File: src/rtl/arith_pkg.sv
// -----------------------------------------------------------------------------
// arith_pkg
//   Shared definitions for the serial arithmetic blocks.
//   - State encoding for the IDLE/BUSY/DONE handshake controller.
//   - cnt_width(): width of a bit counter that must reach width-1.
// -----------------------------------------------------------------------------
package arith_pkg;

    localparam logic [1:0] ST_IDLE = 2'd0;
    localparam logic [1:0] ST_BUSY = 2'd1;
    localparam logic [1:0] ST_DONE = 2'd2;

    typedef enum logic [1:0] {
        IDLE = ST_IDLE,
        BUSY = ST_BUSY,
        DONE = ST_DONE
    } state_e;

    // Counter width able to hold 0..width-1; never narrower than one bit.
    function automatic int cnt_width(input int width);
        return (width <= 2) ? 1 : $clog2(width);
    endfunction

endpackage : arith_pkg

File: src/rtl/full_subtractor1.sv
// -----------------------------------------------------------------------------
// full_subtractor1
//   One-bit full subtractor: Ai - Bi - Ci.
//   Ports:
//     Ai  in   minuend bit
//     Bi  in   subtrahend bit
//     Ci  in   borrow in
//     Do  out  difference bit
//     Co  out  borrow out
//   Purely combinational.
// -----------------------------------------------------------------------------
module full_subtractor1 (
    input  logic Ai,
    input  logic Bi,
    input  logic Ci,
    output logic Do,
    output logic Co
);

    assign Do = Ai ^ Bi ^ Ci;
    // Borrow when the minuend bit is 0 and the subtrahend bit is 1, or when
    // the two bits are equal and a borrow is already pending.
    assign Co = (~Ai & Bi) | (~(Ai ^ Bi) & Ci);

endmodule : full_subtractor1

File: src/rtl/serial_subtractor.sv
// -----------------------------------------------------------------------------
// serial_subtractor
//   Bit-serial two's-complement subtractor: {bo, d} = a - b - bi, LSB first,
//   one bit per clock through a single full_subtractor1 cell.
//   Ports:
//     clk        in   system clock, rising edge
//     rst        in   synchronous reset, active-high
//     in_valid   in   a/b/bi are valid
//     in_ready   out  block can accept operands (IDLE and not in reset)
//     a, b       in   WIDTH-bit minuend / subtrahend
//     bi         in   input borrow
//     out_valid  out  d/bo are valid
//     out_ready  in   consumer accepts result
//     d          out  difference, a - b - bi mod 2^WIDTH
//     bo         out  borrow out of the MSB cell
//   Latency: out_valid rises WIDTH edges after the accept edge.
// -----------------------------------------------------------------------------
module serial_subtractor
    import arith_pkg::*;
#(
    parameter int WIDTH = 4
) (
    input  logic             clk,
    input  logic             rst,
    input  logic             in_valid,
    output logic             in_ready,
    input  logic [WIDTH-1:0] a,
    input  logic [WIDTH-1:0] b,
    input  logic             bi,
    output logic             out_valid,
    input  logic             out_ready,
    output logic [WIDTH-1:0] d,
    output logic             bo
);

    if (WIDTH < 2) begin : g_bad_width
        $error("serial_subtractor: WIDTH must be at least 2");
    end

    localparam int             CW       = cnt_width(WIDTH);
    localparam logic [CW-1:0]  CNT_LAST = CW'(WIDTH - 1);
    localparam logic [CW-1:0]  CNT_ONE  = CW'(1);

    state_e           state_q,     state_d;
    logic [WIDTH-1:0] a_q,         a_d;
    logic [WIDTH-1:0] b_q,         b_d;
    logic [WIDTH-1:0] d_q,         d_d;
    logic             borrow_q,    borrow_d;
    logic             bo_q,        bo_d;
    logic             out_valid_q, out_valid_d;
    logic [CW-1:0]    cnt_q,       cnt_d;

    logic             fs_diff;
    logic             fs_borrow;

    full_subtractor1 u_fs (
        .Ai (a_q[0]),
        .Bi (b_q[0]),
        .Ci (borrow_q),
        .Do (fs_diff),
        .Co (fs_borrow)
    );

    assign in_ready  = (state_q == IDLE) & ~rst;
    assign out_valid = out_valid_q;
    assign d         = d_q;
    assign bo        = bo_q;

    // NOTE: every *_d gets its hold value first so no path leaves it
    // unassigned; otherwise always_comb would infer a latch.
    always_comb begin
        state_d     = state_q;
        a_d         = a_q;
        b_d         = b_q;
        d_d         = d_q;
        borrow_d    = borrow_q;
        bo_d        = bo_q;
        out_valid_d = out_valid_q;
        cnt_d       = cnt_q;

        case (state_q)
            IDLE: begin
                if (in_valid) begin
                    a_d      = a;
                    b_d      = b;
                    borrow_d = bi;
                    cnt_d    = '0;
                    state_d  = BUSY;
                end
            end

            BUSY: begin
                // Difference bits enter at the MSB so that after WIDTH shifts
                // the first (LSB) result bit has reached position 0.
                d_d      = {fs_diff, d_q[WIDTH-1:1]};
                a_d      = a_q >> 1;
                b_d      = b_q >> 1;
                borrow_d = fs_borrow;
                cnt_d    = cnt_q + CNT_ONE;
                if (cnt_q == CNT_LAST) begin
                    // bo is kept apart from the running borrow so it stays
                    // stable in DONE and after the handshake.
                    bo_d        = fs_borrow;
                    out_valid_d = 1'b1;
                    state_d     = DONE;
                end
            end

            DONE: begin
                if (out_ready) begin
                    out_valid_d = 1'b0;
                    state_d     = IDLE;
                end
            end

            default: begin
                out_valid_d = 1'b0;
                state_d     = IDLE;
            end
        endcase
    end

    // NOTE: state uses non-blocking assignments so every flop samples the
    // pre-edge values; reset is synchronous, so it is only seen on clk.
    always_ff @(posedge clk) begin
        if (rst) begin
            state_q     <= IDLE;
            a_q         <= '0;
            b_q         <= '0;
            d_q         <= '0;
            borrow_q    <= 1'b0;
            bo_q        <= 1'b0;
            out_valid_q <= 1'b0;
            cnt_q       <= '0;
        end else begin
            state_q     <= state_d;
            a_q         <= a_d;
            b_q         <= b_d;
            d_q         <= d_d;
            borrow_q    <= borrow_d;
            bo_q        <= bo_d;
            out_valid_q <= out_valid_d;
            cnt_q       <= cnt_d;
        end
    end

endmodule : serial_subtractor

File: config.mk
export PLATFORM = sky130hd
export DESIGN_NAME = serial_subtractor
export DESIGN_NICKNAME = d
export VERILOG_FILES = /design/src/rtl/arith_pkg.sv /design/src/rtl/full_subtractor1.sv /design/src/rtl/serial_subtractor.sv
export SDC_FILE = /design/constraint.sdc
export NUM_CORES = 1
export LEC_CHECK = 0
export BUFFER_PORTS_ARGS = -buffer_cell sky130_fd_sc_hd__buf_2
export CAP_MARGIN = 20
export CORE_ASPECT_RATIO = 1.1
export CORE_MARGIN = 1.5
export CORE_UTILIZATION = 40
export DETAILED_ROUTE_END_ITERATION = 10
export PLACE_DENSITY = 0.72
export SYNTH_ARGS = -nofsm -noshare
export SYNTH_HDL_FRONTEND = slang
export SYNTH_SLANG_ARGS = --single-unit
File: constraint.sdc
create_clock -name clk -period 1.2 [get_ports clk]
set_input_delay 0.18 -clock clk [delete_from_list [all_inputs] [get_ports clk]]
set_output_delay 0.18 -clock clk [all_outputs]
set_load 0.1 [all_outputs]
==> run_results.csv <==
group,metric,value,unit
critical_path,crit_path_end_kind,"output port",
cts,cts_made_buffers,3,
cells_and_area,num_antenna_cells,0,
timing,hold_viol_final,0,
power,power.density,1050,nW/um^2
die,rows,17,
critical_path,start_kind,"register",
timing,finalSetupViolations,6,
synthesis,yosys_warnings,0,
synthesis,synthesis.area,906,sq um
die,die_area,2560,sq um
cts,clock_latency,0.30,ns
flow_run,maxCapViolations,0,
cts,clockBufferDepth,2,
critical_path,cp.required,1.02,ns
drt,drtIter0Drc,20,
synthesis,yosysMostFrequentCell,"dfxtp_1",
placement,place_hpwl,1.65,mm
timing,fmaxAchievable,738,MHz
critical_path,arrival,1.17,ns
cells_and_area,syn_to_final_growth,48.5,%
cells_and_area,instances_no_fill,163,
timing,fin_hold_ws,0.150,ns
die,die_y,52.9,um
synthesis,synth_ff_type,"dfxtp_1",
drt,wl,2.30,mm
die,core,2060,sq um
die,die_width,48.4,um
drt,num_vias,857,
synthesis,synthTopCellsByArea,"dfxtp_1, a21oi_1, nand2_1, nor2_1, a221oi_2",
cells_and_area,n_fill_cell,174,
drt,postRouteAntennaNets,0,
synthesis,avgSynthCellArea,8.97,sq um
cells_and_area,multi_input_area,508,sq um
cts,cts_hold_buf,0,
grt,grt_overflow,0,
synthesis,synth_edf_count,0,
cts,htreeDepth,1,
timing,setup_tns,-0.233,ns
cts,cts_sinks,19,
drt,drtPass1Iterations,4,
outcome,failed_checks,"setup timing",
timing,drv_slew,0,
timing,maxSlewHeadroom,82.2,%
power,ir_worst_vdd,0.000786,V
timing,tightest_slew,0.264,ns
cells_and_area,fin_util,65.2,%
cells_and_area,seq_area,398,sq um
drt,wl_per_cell,14.1,um
critical_path,worstPathMaxFanout,2,
grt,grt_max_degree,12,
min_path,hp-class,"in2reg",
placement,dpl_cell_area,1230,sq um
synthesis,synth-async-reset-ratio,0,%
die,start_util,43.9,%
power,leakagePower,0.552,nW
placement,placedCellCount,155,
grt,grt_pass1_wl,3.76,mm
timing,rsz0062_at_grt,"true",
placement,gp_congestion,0.771,
synthesis,synth_common_cells,"dfxtp_1, a21oi_1, nand2_1, nor2_1, inv_1",
cells_and_area,final_nets,151,
die,io_pins,20,
critical_path,reg2reg_slack,-0.06,ns
critical_path,worstSetupPathType,"reg2out",
timing,fin_worst_skew,0.00588,ns
timing,layout_setup_ws,-0.154,ns
placement,port-buffer-count,19,
cells_and_area,drive_above_1_share,53.3,%
cts,cts_tree,"done",
synthesis,ys_ff_latch,19,
timing,period_share,113,%
grt,grt_pass1_vias,872,
cts,cts_root_buffer,"clkbuf_4",
synthesis,synth_top_area_cell,"dfxtp_1",
synthesis,synth_cell_type_count,30,
drt,drc,0,
drt,via_per_inst,5.26,
synthesis,synth_nets,116,
grt,antenna_found_initial,0,
cells_and_area,final_area,1350,sq um
timing,min_period,1.35,ns
outcome,outcome,"finished with violations",
synthesis,yosysSeqAreaShare,42.0,%
synthesis,synth_top_area_share,42.0,%
cts,clk_pin_slew,0.12,ns
placement,dp_slack,-0.0436,ns
grt,track_usage,19.5,%
power,power,1.41,mW
synthesis,syn_inst,101,
power breakdown:
group | leakage, nW | switching (mW) | total [mW] | internal (mW)
Sequential | 0.161 | 0.0290 | 0.698 | 0.669
Combinational | 0.373 | 0.208 | 0.383 | 0.175
Clock | 0.0177 | 0.209 | 0.333 | 0.124
Total | 0.552 | 0.446 | 1.41 | 0.968
logic make-up after synthesis:
group,count (synthesis),synth area share (%)
AOI/OAI and AO/OA,34,28.6
and+or+nand+nor,31,16.9
DFF,19,42.0
buffers and inverters,14,7.87
adders and majority gates,2,3.59
muxes,1,1.11
registers in the layout, indices dropped and copies added, names as in the netlist:
signal	flops
out_valid	1
bo	1
state_q	2
cnt_q	2
d	4
a_q	4
b_q	4
borrow_q	1
layer usage:
| layer | track usage [%] | share of wire (%) | vias up |
|---|---|---|---|
| met5 | 0 | 0 | - |
| met2 | 35.0 | 52 | 26 |
| met4 | 14.8 | 2.0 | 0 |
| li1 | - | - | 422 |
| met1 | 20.7 | 42 | 405 |
| met3 | 3.67 | 4.1 | 4 |
worst max-delay path, stage by stage, from the launching register on:
cell	delay, ns
dfxtp_4	0.36
buf_6	0.11
nor3_4	0.21
buf_12	0.20
layout make-up:
| type | instances | share of cell area, % |
|---|---|---|
| multi-input combinational | 68 | 37.8 |
| sequential | 19 | 29.6 |
| timing repair buffer | 38 | 26.3 |
| tap | 28 | 2.60 |
| clock buffer | 3 | 1.67 |
| inverter | 6 | 1.67 |
| clock inverter | 1 | 0.372 |
worst paths after layout:
check	startpoint	endpoint	cells after the start
setup / recovery	state_q[0]	in_ready	3
hold / removal	out_ready	state_q[1]	4
hold reg to reg	d[2]	d[1]	2
setup reg to reg	borrow_q	borrow_q	4
cells in the final DEF (no fill, tap or decap), types with 2 or more instances in the layout:
| master | instances |
|---|---|
| a21oi_2 | 3 |
| dfxtp_1 | 9 |
| o221a_2 | 2 |
| clkbuf_4 | 3 |
| nand2_1 | 10 |
| o22ai_1 | 3 |
| buf_4 | 16 |
| nor2b_1 | 2 |
| nand3b_1 | 2 |
| buf_6 | 3 |
| inv_1 | 4 |
| dfxtp_4 | 2 |
| inv_2 | 2 |
| dfxtp_2 | 8 |
| a21oi_1 | 12 |
| buf_12 | 7 |
| nor2_1 | 9 |
| nand2b_4 | 2 |
| a21o_1 | 2 |
| o21ai_0 | 3 |
| buf_2 | 12 |
| a221oi_2 | 2 |
| nor3_1 | 2 |
timing repair:
action / 4_1_cts / 5_1_grt
endpoints found under the hold margin: 0 / 0
gates resized for setup: 13 / 6
setup endpoints to repair: 3 / 15
setup buffers: 4 / 0
cloned: 0 / 0
pin swaps: 3 / 0
No activity file was read; power rests on OpenSTA's default activity.
